[config.mk]
export PLATFORM = sky130hd
export DESIGN_NAME = uart_cmd_resp
export DESIGN_NICKNAME = d
export VERILOG_FILES = /design/src/rtl/uart_cmd_resp.sv
export SDC_FILE = /design/constraint.sdc
export NUM_CORES = 1
export LEC_CHECK = 0
export ABC_CLOCK_PERIOD_IN_PS = 6600
export CORE_ASPECT_RATIO = 1.75
export CORE_MARGIN = 1
export CORE_UTILIZATION = 25
export DETAILED_ROUTE_END_ITERATION = 16
export DONT_BUFFER_PORTS = 1
export GPL_TIMING_DRIVEN = 0
export HOLD_SLACK_MARGIN = 0.06
export SLEW_MARGIN = 20
export SYNTH_ARGS = -nofsm -noshare
export SYNTH_HDL_FRONTEND = slang
export SYNTH_SLANG_ARGS = --single-unit
[constraint.sdc]
create_clock -name clk_i -period 6.6 [get_ports clk_i]
set_input_delay 1.65 -clock clk_i [delete_from_list [all_inputs] [get_ports clk_i]]
set_output_delay 1.65 -clock clk_i [all_outputs]
set_load 0.05 [all_outputs]
[src/rtl/uart_cmd_resp.sv]
// Byte-oriented command/response engine: decodes UART opcodes to drive CPU reset,
// program a base/length window, and stream bytes into or out of a word-wide memory.
module uart_cmd_resp #(
   parameter int XLEN = 32
) (
   input  logic            clk_i,
   input  logic            rst_n_i,
   input  logic            cpu_fault_i,
   input  logic [7:0]      rx_data_i,
   input  logic            rx_data_vld_i,
   output logic            rx_data_rdy_o,
   output logic [7:0]      tx_data_o,
   output logic            tx_data_vld_o,
   input  logic            tx_data_rdy_i,
   output logic [XLEN-1:0] mem_rd_addr_o,
   input  logic [XLEN-1:0] mem_rd_data_i,
   output logic [XLEN-1:0] mem_wr_addr_o,
   output logic [XLEN-1:0] mem_wr_data_o,
   output logic [3:0]      mem_wr_byte_en_o,
   output logic            cpu_rst_n_o
);

   // state        | meaning
   // S_IDLE       | waiting for an opcode byte
   // S_CONF_WR    | collecting base (4 bytes LE) then length field (4 bytes LE)
   // S_DATA_WR    | writing N payload bytes to base+i
   // S_CONF_RD    | transmitting base then length field, 8 bytes
   // S_DATA_RD_A  | read address presented, waiting for memory word
   // S_DATA_RD_TX | loading and transmitting the selected byte lane
   localparam logic [2:0] S_IDLE       = 3'd0;
   localparam logic [2:0] S_CONF_WR    = 3'd1;
   localparam logic [2:0] S_DATA_WR    = 3'd2;
   localparam logic [2:0] S_CONF_RD    = 3'd3;
   localparam logic [2:0] S_DATA_RD_A  = 3'd4;
   localparam logic [2:0] S_DATA_RD_TX = 3'd5;

   localparam logic [7:0] OP_CPU_RST = 8'h2A;
   localparam logic [7:0] OP_CPU_RUN = 8'h2B;
   localparam logic [7:0] OP_CONF_WR = 8'h2C;
   localparam logic [7:0] OP_CONF_RD = 8'h2D;
   localparam logic [7:0] OP_DATA_WR = 8'h2E;
   localparam logic [7:0] OP_DATA_RD = 8'h2F;

   logic [2:0]      state_q;
   logic [XLEN-1:0] cnt_q;
   logic [XLEN-1:0] base_q;
   logic [XLEN-1:0] len_q;
   logic [7:0]      tx_data_q;
   logic            tx_vld_q;
   logic [XLEN-1:0] rd_addr_q;
   logic [XLEN-1:0] wr_addr_q;
   logic [XLEN-1:0] wr_data_q;
   logic [3:0]      byte_en_q;
   logic            cpu_rst_n_q;

   logic            rx_fire;
   logic            tx_fire;
   logic [XLEN-1:0] wr_addr_nxt;
   logic [2:0]      cfg_idx;
   logic [7:0]      cfg_byte;
   logic [7:0]      rd_byte;
   logic            last_byte;

   // Gated by rst_n_i so the block never advertises readiness while held in reset.
   assign rx_data_rdy_o = rst_n_i &
                          ((state_q == S_IDLE) || (state_q == S_CONF_WR) || (state_q == S_DATA_WR));

   assign rx_fire     = rx_data_vld_i & rx_data_rdy_o;
   assign tx_fire     = tx_vld_q & tx_data_rdy_i;
   assign wr_addr_nxt = base_q + cnt_q;
   assign last_byte   = (cnt_q == len_q);
   assign cfg_idx     = cnt_q[2:0] + 3'd1;
   assign rd_byte     = mem_rd_data_i[8*rd_addr_q[1:0] +: 8];

   always_comb begin
      cfg_byte = 8'h00;
      if (cfg_idx[2]) cfg_byte = len_q[8*cfg_idx[1:0] +: 8];
      else            cfg_byte = base_q[8*cfg_idx[1:0] +: 8];
   end

   always_ff @(posedge clk_i or negedge rst_n_i) begin
      if (!rst_n_i) begin
         state_q     <= S_IDLE;
         cnt_q       <= '0;
         base_q      <= '0;
         len_q       <= '0;
         tx_data_q   <= '0;
         tx_vld_q    <= 1'b0;
         rd_addr_q   <= '0;
         wr_addr_q   <= '0;
         wr_data_q   <= '0;
         byte_en_q   <= '0;
         cpu_rst_n_q <= 1'b0;
      end else begin
         byte_en_q <= '0;
         case (state_q)
            S_IDLE: begin
               if (rx_fire) begin
                  cnt_q <= '0;
                  case (rx_data_i)
                     OP_CPU_RST: cpu_rst_n_q <= 1'b0;
                     OP_CPU_RUN: cpu_rst_n_q <= 1'b1;
                     OP_CONF_WR: state_q <= S_CONF_WR;
                     OP_DATA_WR: state_q <= S_DATA_WR;
                     OP_CONF_RD: begin
                        tx_data_q <= base_q[7:0];
                        tx_vld_q  <= 1'b1;
                        state_q   <= S_CONF_RD;
                     end
                     OP_DATA_RD: begin
                        rd_addr_q <= base_q;
                        state_q   <= S_DATA_RD_A;
                     end
                     default: ;
                  endcase
               end
            end
            S_CONF_WR: begin
               if (rx_fire) begin
                  if (cnt_q[2]) len_q[8*cnt_q[1:0] +: 8]  <= rx_data_i;
                  else          base_q[8*cnt_q[1:0] +: 8] <= rx_data_i;
                  if (cnt_q[2:0] == 3'd7) begin
                     cnt_q   <= '0;
                     state_q <= S_IDLE;
                  end else begin
                     cnt_q <= cnt_q + 1'b1;
                  end
               end
            end
            S_DATA_WR: begin
               if (rx_fire) begin
                  wr_addr_q <= wr_addr_nxt;
                  wr_data_q <= {(XLEN/8){rx_data_i}};
                  byte_en_q <= 4'(4'b0001 << wr_addr_nxt[1:0]);
                  if (last_byte) begin
                     cnt_q   <= '0;
                     state_q <= S_IDLE;
                  end else begin
                     cnt_q <= cnt_q + 1'b1;
                  end
               end
            end
            S_CONF_RD: begin
               if (tx_fire) begin
                  if (cnt_q[2:0] == 3'd7) begin
                     tx_vld_q <= 1'b0;
                     cnt_q    <= '0;
                     state_q  <= S_IDLE;
                  end else begin
                     tx_data_q <= cfg_byte;
                     cnt_q     <= cnt_q + 1'b1;
                  end
               end
            end
            S_DATA_RD_A: state_q <= S_DATA_RD_TX;
            S_DATA_RD_TX: begin
               // First cycle here captures the lane; the byte then stays registered until taken.
               if (!tx_vld_q) begin
                  tx_data_q <= rd_byte;
                  tx_vld_q  <= 1'b1;
               end else if (tx_data_rdy_i) begin
                  tx_vld_q <= 1'b0;
                  if (last_byte) begin
                     cnt_q   <= '0;
                     state_q <= S_IDLE;
                  end else begin
                     cnt_q     <= cnt_q + 1'b1;
                     rd_addr_q <= rd_addr_q + 1'b1;
                     state_q   <= S_DATA_RD_A;
                  end
               end
            end
            default: state_q <= S_IDLE;
         endcase
         if (cpu_fault_i) cpu_rst_n_q <= 1'b0;
      end
   end

   assign tx_data_o        = tx_data_q;
   assign tx_data_vld_o    = tx_vld_q;
   assign mem_rd_addr_o    = rd_addr_q;
   assign mem_wr_addr_o    = wr_addr_q;
   assign mem_wr_data_o    = wr_data_q;
   assign mem_wr_byte_en_o = byte_en_q;
   assign cpu_rst_n_o      = cpu_rst_n_q;

endmodule

# Word level (Yosys, flattened, before mapping)
# Cells that the tools add are included.
# word_totals
register_bits	209
in_bits	45
output_inout_bits	111
word_cells	119
# op_classes
n_addsub	5
n_bitwise	4
n_reduce_logical	18
shifts	6
mux	48
eq_ne	27
# ops
cell	n
32-bit 2-to-1 mux	13
32-bit case mux with 5 select lines	1
32-bit by 6-bit variable part select with 8-bit output	3
32-bit by 1-bit adder with 32-bit output (second input constant)	2
32-bit bitwise mux	2
32-bit case mux with 2 select lines	1
8-bit by 6-bit == test with 1-bit output (second input constant)	6
8-bit 2-to-1 mux	6
5-bit negation with 34-bit output	1
8-bit by 34-bit variable shift with 32-bit output (first input constant)	1
8-bit by 34-bit variable part select with 32-bit output	1
32-bit adder	1
32-bit == test	1
3-bit 2-to-1 mux	9
8-bit case mux with 3 select lines	1
2-bit inequality test (second input constant)	11
3-bit case mux with 6 select lines	1
3-bit case mux with 4 select lines	1
6-bit AND reduction	2
3-bit == test (second input constant)	3
1-bit 2-to-1 mux	9
3-bit AND reduction	3
4-bit 2-to-1 mux	2
8-bit AND reduction	1
18 further kinds	26

# Logic depth before layout (Yosys ltp)
# logic_depth
depth_word	8
ltp_mapped	11
ltp_nobuf	11

# Worst setup path before layout
# OpenSTA, ideal clock, no wires.
# synth_path
path_type	in2out
from	input port rst_n_i
to	output port rx_data_rdy_o
required_time_ns	4.950
arrival_ns	2.436
path_slack_ns	2.514
stages	2
path_buffers	0
cell_sequence	inv_1 a211oi_2
# synth_between
elab_chain_len	1
# synth_lines
element	line	text
from (decl)	7	input logic rst_n_i,
1-bit AND	65	assign rx_data_rdy_o = rst_n_i &
to (decl)	11	output logic rx_data_rdy_o,
# No other way between the ends.

# Final worst setup path
# Same ends and word-level chain as after synthesis.

==> metrics <==
Detail Placement HPWL=32.7 mm; Top FF cell, synth=dfrtp_1; CP endpoint kind=output pin; Max Clock Freq=219 MHz; post_cts resized=0; RSZ-0062 raised after global routing=no; syn_nets=1363; WL final=42.1 mm; Synth async-reset ratio=100%; Pwr Density=191 nW/um2; post-route cell area=12800 um2; std cell rows=103; synthesized flop and latch total=185; worst hold stages=2; # setup viols final=0; CP arrival=2.91 ns; gr ovfl total=0; Post-CTS Hold Fix Bufs=0; Worst Setup SP=rst_n_i; share of synthesized area occupied by flip-flops and latches=40.5%; Worst-path clk slew=0.07 ns; max_cap viols=0; initial antenna violation count=0; CP max stage cell=a211oi_2; wire per inst=22.3 um; CP max FO=186; r2r setup slk=2.98 ns; H-tree Lvls=4; io pins=156; first-pass GRT wire length=63.5 mm; Routability Congestion=0.938; Critical Path RT=4.95 ns; Clock Sinks=185; CP Class=primary input to output pin; fraction of layout cells with a size suffix above 1=10.5%; via count=10100; post-DR vias/cell=5.36; setup_tns=0 ns; Max Slew Vio Count=0; Synth Instances=1279; WHS=0.552 ns; Core Region=45100 um2; Syn Area/Cell=8.93 um2; top area cells in the synthesized netlist=dfrtp_1 41%, nand2_1 7.8%, o21ai_0 6.7%, mux4_2 4.7%, a21oi_1 4.2%; PortBufs=0; drt initial violations=783; Layout Nets=1382; type of the worst min-delay path=register to register; RR Startpoint=cnt_q[1]; Initial Utilization=25.3%; Tcrit/Tclk final=69.0%; Rel. slew slack=26.2%; clock buffer count from CTS=17; Filler cells=4774; Top Family by Delay on Critical Path=compound AO/OA/AOI/OAI gates; Worst path depth=2; multi-input logic area=6180 um2; DIE WIDTH=164 um; CP bufs+invs=1; largest net degree at the start of global routing=187; r2r worst-path depth=9; EDFF count, synth=0; post-synthesis cell type count=75; clock root buffer=clkbuf_16; post-synth top area share=40.5%; HP Start=len_q[27]; leakage=0.00541 uW; # diodes=0; drt first pass iters=6; Max Buffers Root-to-Sink=2; Tot Pwr=2450 uW; Global Route Usage Sum=18.4%; chip height=285 um; # DRC=0; Fin. Hold Viols=0; postcts setup bufs=0; vias in the first global route=10100; Post-Syn Area=11400 um2; Placed Instance Area=12100 um2; clk_skew=0.0125 ns; Cell Chain, Critical Path=inv_1 -> a211oi_2; worst slew pin tran=1.10 ns; status=completed; crit path launch type=primary input; CTS tree=done; Syn. warnings=0; maximum vdd drop=186 uV; Reg area=4630 um2; crit-path max cell delay=0.87 ns; post-route ant nets=0; DIE AREA=46600 um2; clk_lat worst skew=0.46 ns; area leader, netlist=dfrtp_1; Period minus WS final=4.56 ns; Area Growth Syn to Fin=12.1%
-- per-stage QoR --
step / cells / util, % / setup slack (ns)
finish: 1888 / 28.4 / 2.04
CTS: 1888 / 28.4 / 2.30
floorplan: 1279 / - / 2.51
detailed placement: 1856 / 26.9 / 1.84
global placement: 1856 / 26.9 / 1.84
global route: 1888 / 28.4 / 1.98
-- state kept, by name, summed over array words and instances (netlist names) --
register / count
base_q: 32
cnt_q: 32
cpu_rst_n_o: 1
len_q: 32
mem_rd_addr_o: 32
mem_wr_addr_o: 32
mem_wr_byte_en_o: 4
mem_wr_data_o: 8
state_q: 3
tx_data_o: 8
tx_data_vld_o: 1
-- cell usage in the layout (no fill, tap or decap), types with 5 or more instances in the layout --
| cell type | count |
|---|---|
| a221oi_1 | 9 |
| ha_1 | 38 |
| xnor2_1 | 49 |
| buf_2 | 23 |
| nand3_1 | 42 |
| inv_1 | 20 |
| nor2_1 | 46 |
| a21o_1 | 14 |
| dfrtp_1 | 185 |
| and4_1 | 9 |
| a21oi_1 | 95 |
| nand4_1 | 13 |
| xor2_1 | 17 |
| o22ai_1 | 12 |
| and3_1 | 22 |
| o31ai_1 | 15 |
| buf_4 | 32 |
| nor3b_1 | 8 |
| nand2_1 | 236 |
| nand2b_1 | 13 |
| clkbuf_16 | 17 |
| clkbuf_8 | 6 |
| a22o_1 | 17 |
| mux2i_1 | 11 |
| mux4_2 | 24 |
| o21ai_1 | 19 |
| nor3_1 | 17 |
| nor2b_1 | 10 |
| o21a_1 | 5 |
| and2_1 | 11 |
| o21ai_0 | 154 |
| clkbuf_1 | 34 |
-- kinds of logic after synthesis --
group / after synthesis / synth area share (%)
simple gates: 451 / 18.7
compound gates: 386 / 20.3
flops: 185 / 40.5
buf+inv: 117 / 5.30
xor+xnor: 66 / 5.06
fa+ha+maj: 39 / 4.34
mux: 35 / 5.70
-- cells in the mapped netlist (all sizes together) (3+ instances only) --
library cell / number
a31oi: 4
mux2i: 11
o211ai: 4
o22ai: 12
or3: 4
ha: 38
a211oi: 7
nand3: 43
xor2: 17
and2: 12
nand4: 13
mux4: 24
a211o: 3
nand2: 237
nor3b: 8
nand2b: 13
a21oi: 95
and4: 12
dfrtp: 185
and3: 25
nor2b: 10
a221oi: 10
buf: 61
clkbuf: 36
nor3: 18
nor4: 3
nor2: 46
xnor2: 49
a21o: 14
a22o: 17
o21ai: 174
o31ai: 15
inv: 20
o21a: 5
-- report_power, final --
group | internal [uW] | total (uW) | switching (uW)
logic | 42.2 | 116 | 74.3
registers | 1140 | 1160 | 23.5
clock network | 698 | 1170 | 473
-- per-layer routing --
layer  GRT usage (%)  vias up  share of wire [%]
met5               0        -                  0
met4            15.1        0                8.9
met3            3.47      135                4.9
met2            33.7      415                 53
met1            17.5     4950                 33
li1                -     4626                  -
-- worst paths after layout --
| kind | endpoint |
|---|---|
| min | len_q[27] |
| max | rx_data_rdy_o |
| min reg2reg | len_q[27] |
| max reg2reg | tx_data_o[7] |
| max in group asynchronous | mem_wr_addr_o[1] |
| min in group asynchronous | mem_rd_addr_o[24] |
-- layout make-up --
cell class              instances  area share (%)
clock buffers                  23            3.97
flip-flops and latches        185            36.2
well taps                     577            5.64
multi-input cells             977            48.3
plain buffers                  97            4.14
clock inverters                 9            1.22
inverters                      20           0.586
Note: power is estimated with default switching activity, not from simulation.
